## config.mk

```make
export PLATFORM = sky130hd
export DESIGN_NAME = pipe_run_controller
export DESIGN_NICKNAME = d
export VERILOG_FILES = /design/src/rtl/pipe_run_controller.sv
export SDC_FILE = /design/constraint.sdc
export NUM_CORES = 1
export LEC_CHECK = 0
export ABC_AREA = 1
export BUFFER_PORTS_ARGS = -buffer_cell sky130_fd_sc_hd__buf_2
export CAP_MARGIN = 20
export CORE_MARGIN = 1.5
export CORE_UTILIZATION = 63
export DETAILED_ROUTE_END_ITERATION = 10
export GPL_TIMING_DRIVEN = 0
export HOLD_SLACK_MARGIN = 0.12
export PLACE_DENSITY = 0.95
export SKIP_CTS_REPAIR_TIMING = 1
export SYNTH_ARGS = -nofsm -noshare
export SYNTH_HDL_FRONTEND = slang
export SYNTH_SLANG_ARGS = --single-unit
```

## constraint.sdc

```tcl
create_clock -name i_clk -period 19.37 [get_ports i_clk]
set_input_delay 3.874 -clock i_clk [delete_from_list [all_inputs] [get_ports i_clk]]
set_output_delay 3.874 -clock i_clk [all_outputs]
set_load 0.01 [all_outputs]
```

## src/rtl/pipe_run_controller.sv

```systemverilog
// ---------------------------------------------------------------------------
// pipe_run_controller
//   Execution controller for the 5-stage MIPS pipeline. Generates the global
//   stage enable (o_pipe_enabled) from debug commands: free-run, run-N-cycles,
//   single-step and run-to-breakpoint. A decoded HALT drains the pipeline for
//   N_STAGES-1 cycles and then parks the controller in HALTED. A saturating
//   enabled-cycle counter and a stop-reason register are exposed for debug.
//
// Ports
//   i_clk, i_rst        clock, asynchronous active-high reset
//   i_cmd_valid/i_cmd   command strobe and code (RUN, STEP, RUN_N, STOP, CLEAR)
//   i_cmd_arg           cycle count for RUN_N
//   i_bp_wr_*           breakpoint slot write port (index, address, enable)
//   i_fetch_pc          PC of the instruction about to be fetched
//   i_halt_decoded      HALT opcode present in decode
//   o_pipe_enabled      global stage enable
//   o_cmd_ready         command accept
//   o_cmd_error         one-cycle pulse when a command is ignored
//   o_state             controller state (IDLE, RUN, RUN_N, DRAIN, HALTED)
//   o_stop_reason       NONE, USER, BP, COUNT, HALT
//   o_bp_hit_idx        lowest matching slot at the last breakpoint stop
//   o_cycle_count       saturating count of enabled cycles
// ---------------------------------------------------------------------------
module pipe_run_controller #(
  parameter int NB_PC         = 32,
  parameter int NB_CYCLE      = 32,
  parameter int N_BREAKPOINTS = 4,
  parameter int N_STAGES      = 5,
  localparam int NB_BP_IDX    = (N_BREAKPOINTS > 1) ? $clog2(N_BREAKPOINTS) : 1
) (
  input  logic                 i_clk,
  input  logic                 i_rst,
  input  logic                 i_cmd_valid,
  input  logic [2:0]           i_cmd,
  input  logic [NB_CYCLE-1:0]  i_cmd_arg,
  input  logic                 i_bp_wr_en,
  input  logic [NB_BP_IDX-1:0] i_bp_wr_idx,
  input  logic [NB_PC-1:0]     i_bp_wr_addr,
  input  logic                 i_bp_wr_valid,
  input  logic [NB_PC-1:0]     i_fetch_pc,
  input  logic                 i_halt_decoded,
  output logic                 o_pipe_enabled,
  output logic                 o_cmd_ready,
  output logic                 o_cmd_error,
  output logic [2:0]           o_state,
  output logic [2:0]           o_stop_reason,
  output logic [NB_BP_IDX-1:0] o_bp_hit_idx,
  output logic [NB_CYCLE-1:0]  o_cycle_count
);

  localparam int NB_DRAIN = $clog2(N_STAGES + 1);

  localparam logic [2:0] CMD_RUN   = 3'd0;
  localparam logic [2:0] CMD_STEP  = 3'd1;
  localparam logic [2:0] CMD_RUN_N = 3'd2;
  localparam logic [2:0] CMD_STOP  = 3'd3;
  localparam logic [2:0] CMD_CLEAR = 3'd4;

  localparam logic [2:0] REASON_NONE  = 3'd0;
  localparam logic [2:0] REASON_USER  = 3'd1;
  localparam logic [2:0] REASON_BP    = 3'd2;
  localparam logic [2:0] REASON_COUNT = 3'd3;
  localparam logic [2:0] REASON_HALT  = 3'd4;

  typedef enum logic [2:0] {
    StIdle   = 3'd0,
    StRun    = 3'd1,
    StRunN   = 3'd2,
    StDrain  = 3'd3,
    StHalted = 3'd4
  } ctrlState_e;

  ctrlState_e           stateReg, stateNext;
  logic [NB_CYCLE-1:0]  countReg, countNext;
  logic [NB_DRAIN-1:0]  drainReg, drainNext;
  logic                 skipReg, skipNext;
  logic [2:0]           reasonReg, reasonNext;
  logic [NB_BP_IDX-1:0] bpHitReg, bpHitNext;
  logic                 errorReg, errorNext;
  logic [NB_CYCLE-1:0]  cycleReg;
  logic                 clearCycles;

  logic [NB_PC-1:0]         bpAddrReg  [N_BREAKPOINTS];
  logic [N_BREAKPOINTS-1:0] bpValidReg;
  logic [N_BREAKPOINTS-1:0] slotHit;
  logic                     bpMatch;
  logic [NB_BP_IDX-1:0]     bpHitIdxNow;

  logic cmdReady, cmdAccept, running, stopCmd, stopNow, pipeEn;

  // Breakpoint slots: writable in any state, visible to the matcher next cycle.
  genvar gi;
  generate
    for (gi = 0; gi < N_BREAKPOINTS; gi++) begin : gBpSlot
      always_ff @(posedge i_clk or posedge i_rst) begin
        if (i_rst) begin
          bpAddrReg[gi]  <= '0;
          bpValidReg[gi] <= 1'b0;
        end else if (i_bp_wr_en && (i_bp_wr_idx == NB_BP_IDX'(gi))) begin
          bpAddrReg[gi]  <= i_bp_wr_addr;
          bpValidReg[gi] <= i_bp_wr_valid;
        end
      end
      assign slotHit[gi] = bpValidReg[gi] && (bpAddrReg[gi] == i_fetch_pc);
    end
  endgenerate

  assign bpMatch = |slotHit;

  // Scan from the top down so the lowest matching slot wins.
  always_comb begin
    bpHitIdxNow = '0;
    for (int i = N_BREAKPOINTS - 1; i >= 0; i--) begin
      if (slotHit[i]) bpHitIdxNow = NB_BP_IDX'(i);
    end
  end

  assign cmdReady  = (stateReg == StIdle) || (stateReg == StRun) ||
                     (stateReg == StRunN) || (stateReg == StHalted);
  assign cmdAccept = i_cmd_valid && cmdReady;
  assign running   = (stateReg == StRun) || (stateReg == StRunN);
  assign stopCmd   = running && cmdAccept && (i_cmd == CMD_STOP);
  // The skip flag masks the breakpoint on the first enabled cycle so a resume
  // from a breakpoint PC does not immediately re-hit it.
  assign stopNow   = running && ((bpMatch && !skipReg) || stopCmd);
  // Combinational so a breakpoint instruction is never fetched and STOP bites
  // in the cycle it is accepted.
  assign pipeEn    = (running || (stateReg == StDrain)) && !stopNow;

  always_comb begin
    stateNext   = stateReg;
    countNext   = countReg;
    drainNext   = drainReg;
    skipNext    = skipReg;
    reasonNext  = reasonReg;
    bpHitNext   = bpHitReg;
    errorNext   = 1'b0;
    clearCycles = 1'b0;

    if (pipeEn) skipNext = 1'b0;

    case (stateReg)
      StIdle: begin
        if (cmdAccept) begin
          case (i_cmd)
            CMD_RUN: begin
              stateNext  = StRun;
              skipNext   = 1'b1;
              reasonNext = REASON_NONE;
            end
            CMD_STEP: begin
              stateNext  = StRunN;
              countNext  = NB_CYCLE'(1);
              skipNext   = 1'b1;
              reasonNext = REASON_NONE;
            end
            CMD_RUN_N: begin
              if (i_cmd_arg != '0) begin
                stateNext  = StRunN;
                countNext  = i_cmd_arg;
                skipNext   = 1'b1;
                reasonNext = REASON_NONE;
              end else begin
                errorNext = 1'b1;
              end
            end
            CMD_STOP: ;
            CMD_CLEAR: begin
              clearCycles = 1'b1;
              reasonNext  = REASON_NONE;
            end
            default: errorNext = 1'b1;
          endcase
        end
      end

      StRun, StRunN: begin
        // Only STOP is meaningful while running.
        if (cmdAccept && (i_cmd != CMD_STOP)) errorNext = 1'b1;

        // Same-cycle priority: HALT > BP > COUNT > USER.
        if (i_halt_decoded) begin
          reasonNext = REASON_HALT;
          if (N_STAGES > 1) begin
            stateNext = StDrain;
            drainNext = NB_DRAIN'(N_STAGES - 1);
          end else begin
            stateNext = StHalted;
          end
        end else if (bpMatch && !skipReg) begin
          stateNext  = StIdle;
          reasonNext = REASON_BP;
          bpHitNext  = bpHitIdxNow;
        end else if ((stateReg == StRunN) && (countReg == NB_CYCLE'(1))) begin
          stateNext  = StIdle;
          reasonNext = REASON_COUNT;
        end else if (stopCmd) begin
          stateNext  = StIdle;
          reasonNext = REASON_USER;
        end else if ((stateReg == StRunN) && pipeEn) begin
          countNext = countReg - NB_CYCLE'(1);
        end
      end

      StDrain: begin
        if (drainReg <= NB_DRAIN'(1)) begin
          stateNext = StHalted;
          drainNext = '0;
        end else begin
          drainNext = drainReg - NB_DRAIN'(1);
        end
      end

      StHalted: begin
        if (cmdAccept) begin
          if (i_cmd == CMD_CLEAR) begin
            stateNext   = StIdle;
            clearCycles = 1'b1;
            reasonNext  = REASON_NONE;
          end else begin
            errorNext = 1'b1;
          end
        end
      end

      default: stateNext = StIdle;
    endcase
  end

  always_ff @(posedge i_clk or posedge i_rst) begin
    if (i_rst) begin
      stateReg  <= StIdle;
      countReg  <= '0;
      drainReg  <= '0;
      skipReg   <= 1'b0;
      reasonReg <= REASON_NONE;
      bpHitReg  <= '0;
      errorReg  <= 1'b0;
    end else begin
      stateReg  <= stateNext;
      countReg  <= countNext;
      drainReg  <= drainNext;
      skipReg   <= skipNext;
      reasonReg <= reasonNext;
      bpHitReg  <= bpHitNext;
      errorReg  <= errorNext;
    end
  end

  // Saturating enabled-cycle counter; holds at all-ones instead of wrapping.
  always_ff @(posedge i_clk or posedge i_rst) begin
    if (i_rst) begin
      cycleReg <= '0;
    end else if (clearCycles) begin
      cycleReg <= '0;
    end else if (pipeEn && (cycleReg != '1)) begin
      cycleReg <= cycleReg + NB_CYCLE'(1);
    end
  end

  assign o_pipe_enabled = pipeEn;
  assign o_cmd_ready    = cmdReady;
  assign o_cmd_error    = errorReg;
  assign o_state        = stateReg;
  assign o_stop_reason  = reasonReg;
  assign o_bp_hit_idx   = bpHitReg;
  assign o_cycle_count  = cycleReg;

endmodule

```

After elaboration in Yosys (flattened, before gate mapping):

Cells that the tools add are included.

* register bits: 209
* latch bits: 0
* RAM bits: 0
* ROM bits: 0
* input bits: 107
* memories kept: 0

* $add $sub $neg: 3
* multipliers: 0
* div/mod/pow operators: 0
* magnitude comparators: 1
* equal/unequal tests: 33
* shift operators: 0
* multiplexer cells: 52
* bitwise logic cells: 1
* reductions and logical operators: 45

Operators by type and width (number)
* 32-bit 2-to-1 mux: 9
* 32-bit equality test: 4
* 32-bit case mux with 2 select lines: 2
* 3-bit 2-to-1 mux: 17
* 32-bit by 1-bit adder with 32-bit output (second input constant): 1
* 32-bit by 1-bit equality test with 1-bit output (second input constant): 1
* 32-bit != test (second input constant): 1
* 32-bit nonzero test: 1
* 32-bit by 1-bit subtractor with 32-bit output (second input constant): 1
* 1-bit logical AND: 18
* 3-bit case mux with 3 select lines: 2
* 2-bit != test (second input constant): 8
* 7-bit AND reduction: 2
* 3-bit by 2-bit equality test with 1-bit output (second input constant): 4
* 1-bit 2-to-1 mux: 12
* 3-bit case mux with 2 select lines: 2
* 3-bit case mux with 4 select lines: 1
* 9-bit AND reduction: 1
* 2-bit 2-to-1 mux: 4
* 4-bit OR reduction: 2
* 3-bit by 1-bit equality test with 1-bit output (second input constant): 2
* 3-bit equality test (second input constant): 2
* 3-bit logical NOT: 2
* 1-bit logical OR: 6
* other kinds (21): 30

Logic depth before layout (Yosys ltp):

* word-level depth: 18
* mapped depth: 19
* mapped depth without buffers: 19

Least setup slack after synthesis:

Ideal clock, no wire load.

* path type: input port to output port
* from: in i_fetch_pc[12]
* to: out o_pipe_enabled
* data arrival time: 5084 ps
* data required time: 15496 ps
* setup slack: 10412 ps
* stages on the path: 12
* buffers on the path: 2
* cell sequence: clkbuf_2 -> xnor2_1 -> nand2_1 -> nor3_1 -> nand3_1 -> nor2_1 -> nor2_1 -> nand2_2 -> nand2_4 -> nand2_4 -> nand2_4 -> buf_2

* word-level cells in the longest chain between the ends: 8
* elaborated cells on any way between the ends: 14

Ends and longest elaborated chain
* from (decl): RTL line 40 `input logic [NB_PC-1:0] i_fetch_pc,`
* 32-bit equality test: RTL line 104 `assign slotHit[gi] = bpValidReg[gi] && (bpAddrReg[gi] == i_fetch_pc);`
* 1-bit logical AND: RTL line 104
* 4-bit OR reduction (*): RTL line 108 `assign bpMatch = |slotHit;`
* 1-bit logical AND (*): RTL line 125 `assign stopNow = running && ((bpMatch && !skipReg) || stopCmd);`
* 1-bit logical OR (*): RTL line 125
* 1-bit logical AND (*): RTL line 125
* 1-bit logical NOT (*): RTL line 128 `assign pipeEn = (running || (stateReg == StDrain)) && !stopNow;`
* 1-bit logical AND (*): RTL line 128
* to (decl): RTL line 42 `output logic o_pipe_enabled,`

Every way passes the cells marked *; elsewhere a longest branch is shown, timed or not.

Final worst setup path:

* from: in i_fetch_pc[2]
* to: out o_pipe_enabled

The elaborated chain is that of the path after synthesis.

==> out/results.tsv <==
metric	value	unit
place_congestion	0.999	
setup_tns	0	ns
hold_depth	2	
end_kind	primary output	
drcViolationCount	0	
postSynthNetCount	1812	
core-area	18700	um2
power.total	1.90	mW
synth.avg_cell_area	7.08	um2
ff2ff_path_depth	16	
hold_end	o_bp_hit_idx[1]$_DFFE_PP0P_	
synthTopCellsByArea	dfrtp_1, nand2_1, o21ai_0, inv_1, nor2_1	
post_drt_via_cell_ratio	5.79	
final_nets	1987	
final_layout_size_suffix_gt1_frac	0.143	
wirelength	38000	um
final_max_slew_viol_count	0	
worstPathArrival	5.94	ns
fin_crit_sh	0.507	
path_cells	buf_2 > xnor2_1 > nand2_1 > nor2_1 > nand3_1 > nor2_2 > nor2_1 > nand2_2 > nand2_4 > nand2_4 > nand2_4 > buf_2 > buf_2	
cp.buffers_inverters	3	
area_growth	16.0	%
worstPathMaxFanout	10	
critPathKind	in2out	
io_pins	150	
cellLeakagePower	7.28	nW
synth-edff-count	0	
relSlewSlack	0.442	
synthArstFlopShare	1.00	
clock_skew	0.00980	ns
hold_violations	0	
drt_iter0_drc	1439	
cp_slowest_cell	xnor2_1	
dpl.hpwl	28100	um
ys.warnings.count	0	
grt_max_degree	119	
grt_pass1_wl	60400	um
overflow	0	
min_path_type	reg2reg	
power_density	136	nW/um2
ys_ff_latch	209	
drt-pass1-iter-count	6	
clockBufferDepth	3	
yosysMostFrequentCell	nand2_1	
die_y	141	um
clock-sinks	209	
reg2reg_slack	16.66	ns
track_usage	0.387	
grt_pass1_vias	11800	
wl_per_cell	17.9	um
num_vias	12300	
final_util	0.746	
crit_family	simple AND/OR/NAND/NOR gates	
start_util	0.643	
row_count	50	
port_buffers	148	
cts_max_level	1	
ys_types	48	
regToRegEndpoint	countReg[24]$_DFFE_PP0P_	
drv_cap	0	
cp-start-kind	primary input	
setup-violations-final	0	
cp.required	15.50	ns
synthFlopType	dfrtp_1	
insertion_delay	0.53	ns
fmax	0.102	GHz
detail-route-antenna-nets	0	
synth_area	12000	um2
synthCells	1700	
rsz0062_at_grt	false	
synth_seq_area_share	0.435	
fin_crit	9.82	ns
ir_drop	0.104	mV
cts_root_buffer	clkbuf_16	
synth_top_cell_area_share	0.435	
yosys-top-cells-count	nand2_1, dfrtp_1, inv_1	
synth_area_leader_cell	dfrtp_1	
hp-start	o_bp_hit_idx[1]$_DFFE_PP0P_	
numCtsBuffers	24	
reg2reg_from	bpAddrReg[60]$_DFFE_PP0P_	
worst_pin_slew	0.838	ns
outcome	finished, final reports clean	
cts_tree	built	
dieArea	19900	um2
clk_pin_slew_worst_paths	0.06	ns
cpPeakStageDelay	0.34	ns
fp.dieW	141	um
grt_antenna_before_repair	4	
[tightest hold or removal path, cell delays in order, from the launching register on]
cell	delay (ns)
dfrtp_1	0.34
nand2_1	0.06
o41ai_1	0.05
[flip-flops by register name, indices dropped and copies added, names as in the netlist]
signal / count
o_cmd_error: 1
bpAddrReg: 128
bpValidReg: 4
o_cycle_count: 32
o_stop_reason: 3
drainReg: 3
o_bp_hit_idx: 2
skipReg: 1
countReg: 32
o_state: 3
[worst max path at each step]
stage	cells after the start	slack, ns	from	to
final	13	9.55	i_fetch_pc[2]	o_pipe_enabled
after global routing	13	9.41	i_fetch_pc[2]	o_pipe_enabled
after CTS	13	9.58	i_fetch_pc[2]	o_pipe_enabled
after detailed placement	13	9.63	i_fetch_pc[2]	o_pipe_enabled
after global placement	2	7.43	i_rst	bpAddrReg[48]$_DFFE_PP0P_
after floorplan	1	9.79	i_rst	bpAddrReg[0]$_DFFE_PP0P_
[through the flow]
stage	instances	hold slack [ns]	worst slack [ns]	area (um2)
floorplan	1700	0.453	9.79	12000
global placement	2082	0.456	7.43	13100
detailed placement	2083	0.466	9.63	13100
CTS	2126	0.478	9.58	13900
global route	2128	0.527	9.41	13900
finish	2129	0.487	9.55	14000
[metal layers]
layer,part of all wire,global-route usage
met1,0.41,0.537
met2,0.45,0.613
met3,0.10,0.0727
met4,0.036,0.138
met5,0.00042,0
[placed cells by master (no fill, tap or decap), types with 13 or more instances in the layout]
master	instances
a21oi_1	17
nand2_1	535
dfrtp_1	209
xor2_1	36
xnor2_1	22
inv_1	203
o21ai_0	196
nand4_1	26
nor3_1	18
inv_2	34
clkbuf_16	24
nor4_1	13
clkbuf_1	39
nor2_1	182
nand3_1	55
buf_2	151
o21ai_1	35
[kinds of logic (layout without fill, tap and decap cells)]
family	after synthesis	in the layout	share of synthesized area
xor gates and xnor gates	58	58	0.0422
AOI/OAI and AO/OA	283	283	0.128
muxes	1	1	0.000936
buffers and inverters	288	480	0.0954
other	0	3	0
adders and majority gates	5	5	0.00520
and+or+nand+nor	856	856	0.293
DFF	209	209	0.435
[layout make-up]
class,count,area [um2]
multi-input combinational,1203,5650
sequential,209,5230
fill,1459,4750
inverter,238,901
timing repair buffer,149,768
clock buffer,30,643
tap,234,293
buffer,50,254
clock inverter,13,205
antenna,3,7.51
[power breakdown]
group	switching, mW	internal, mW
Combinational	0.492	0.257
Sequential	0.107	0.553
Clock	0.189	0.302
Power figures use the tool's default switching activity.
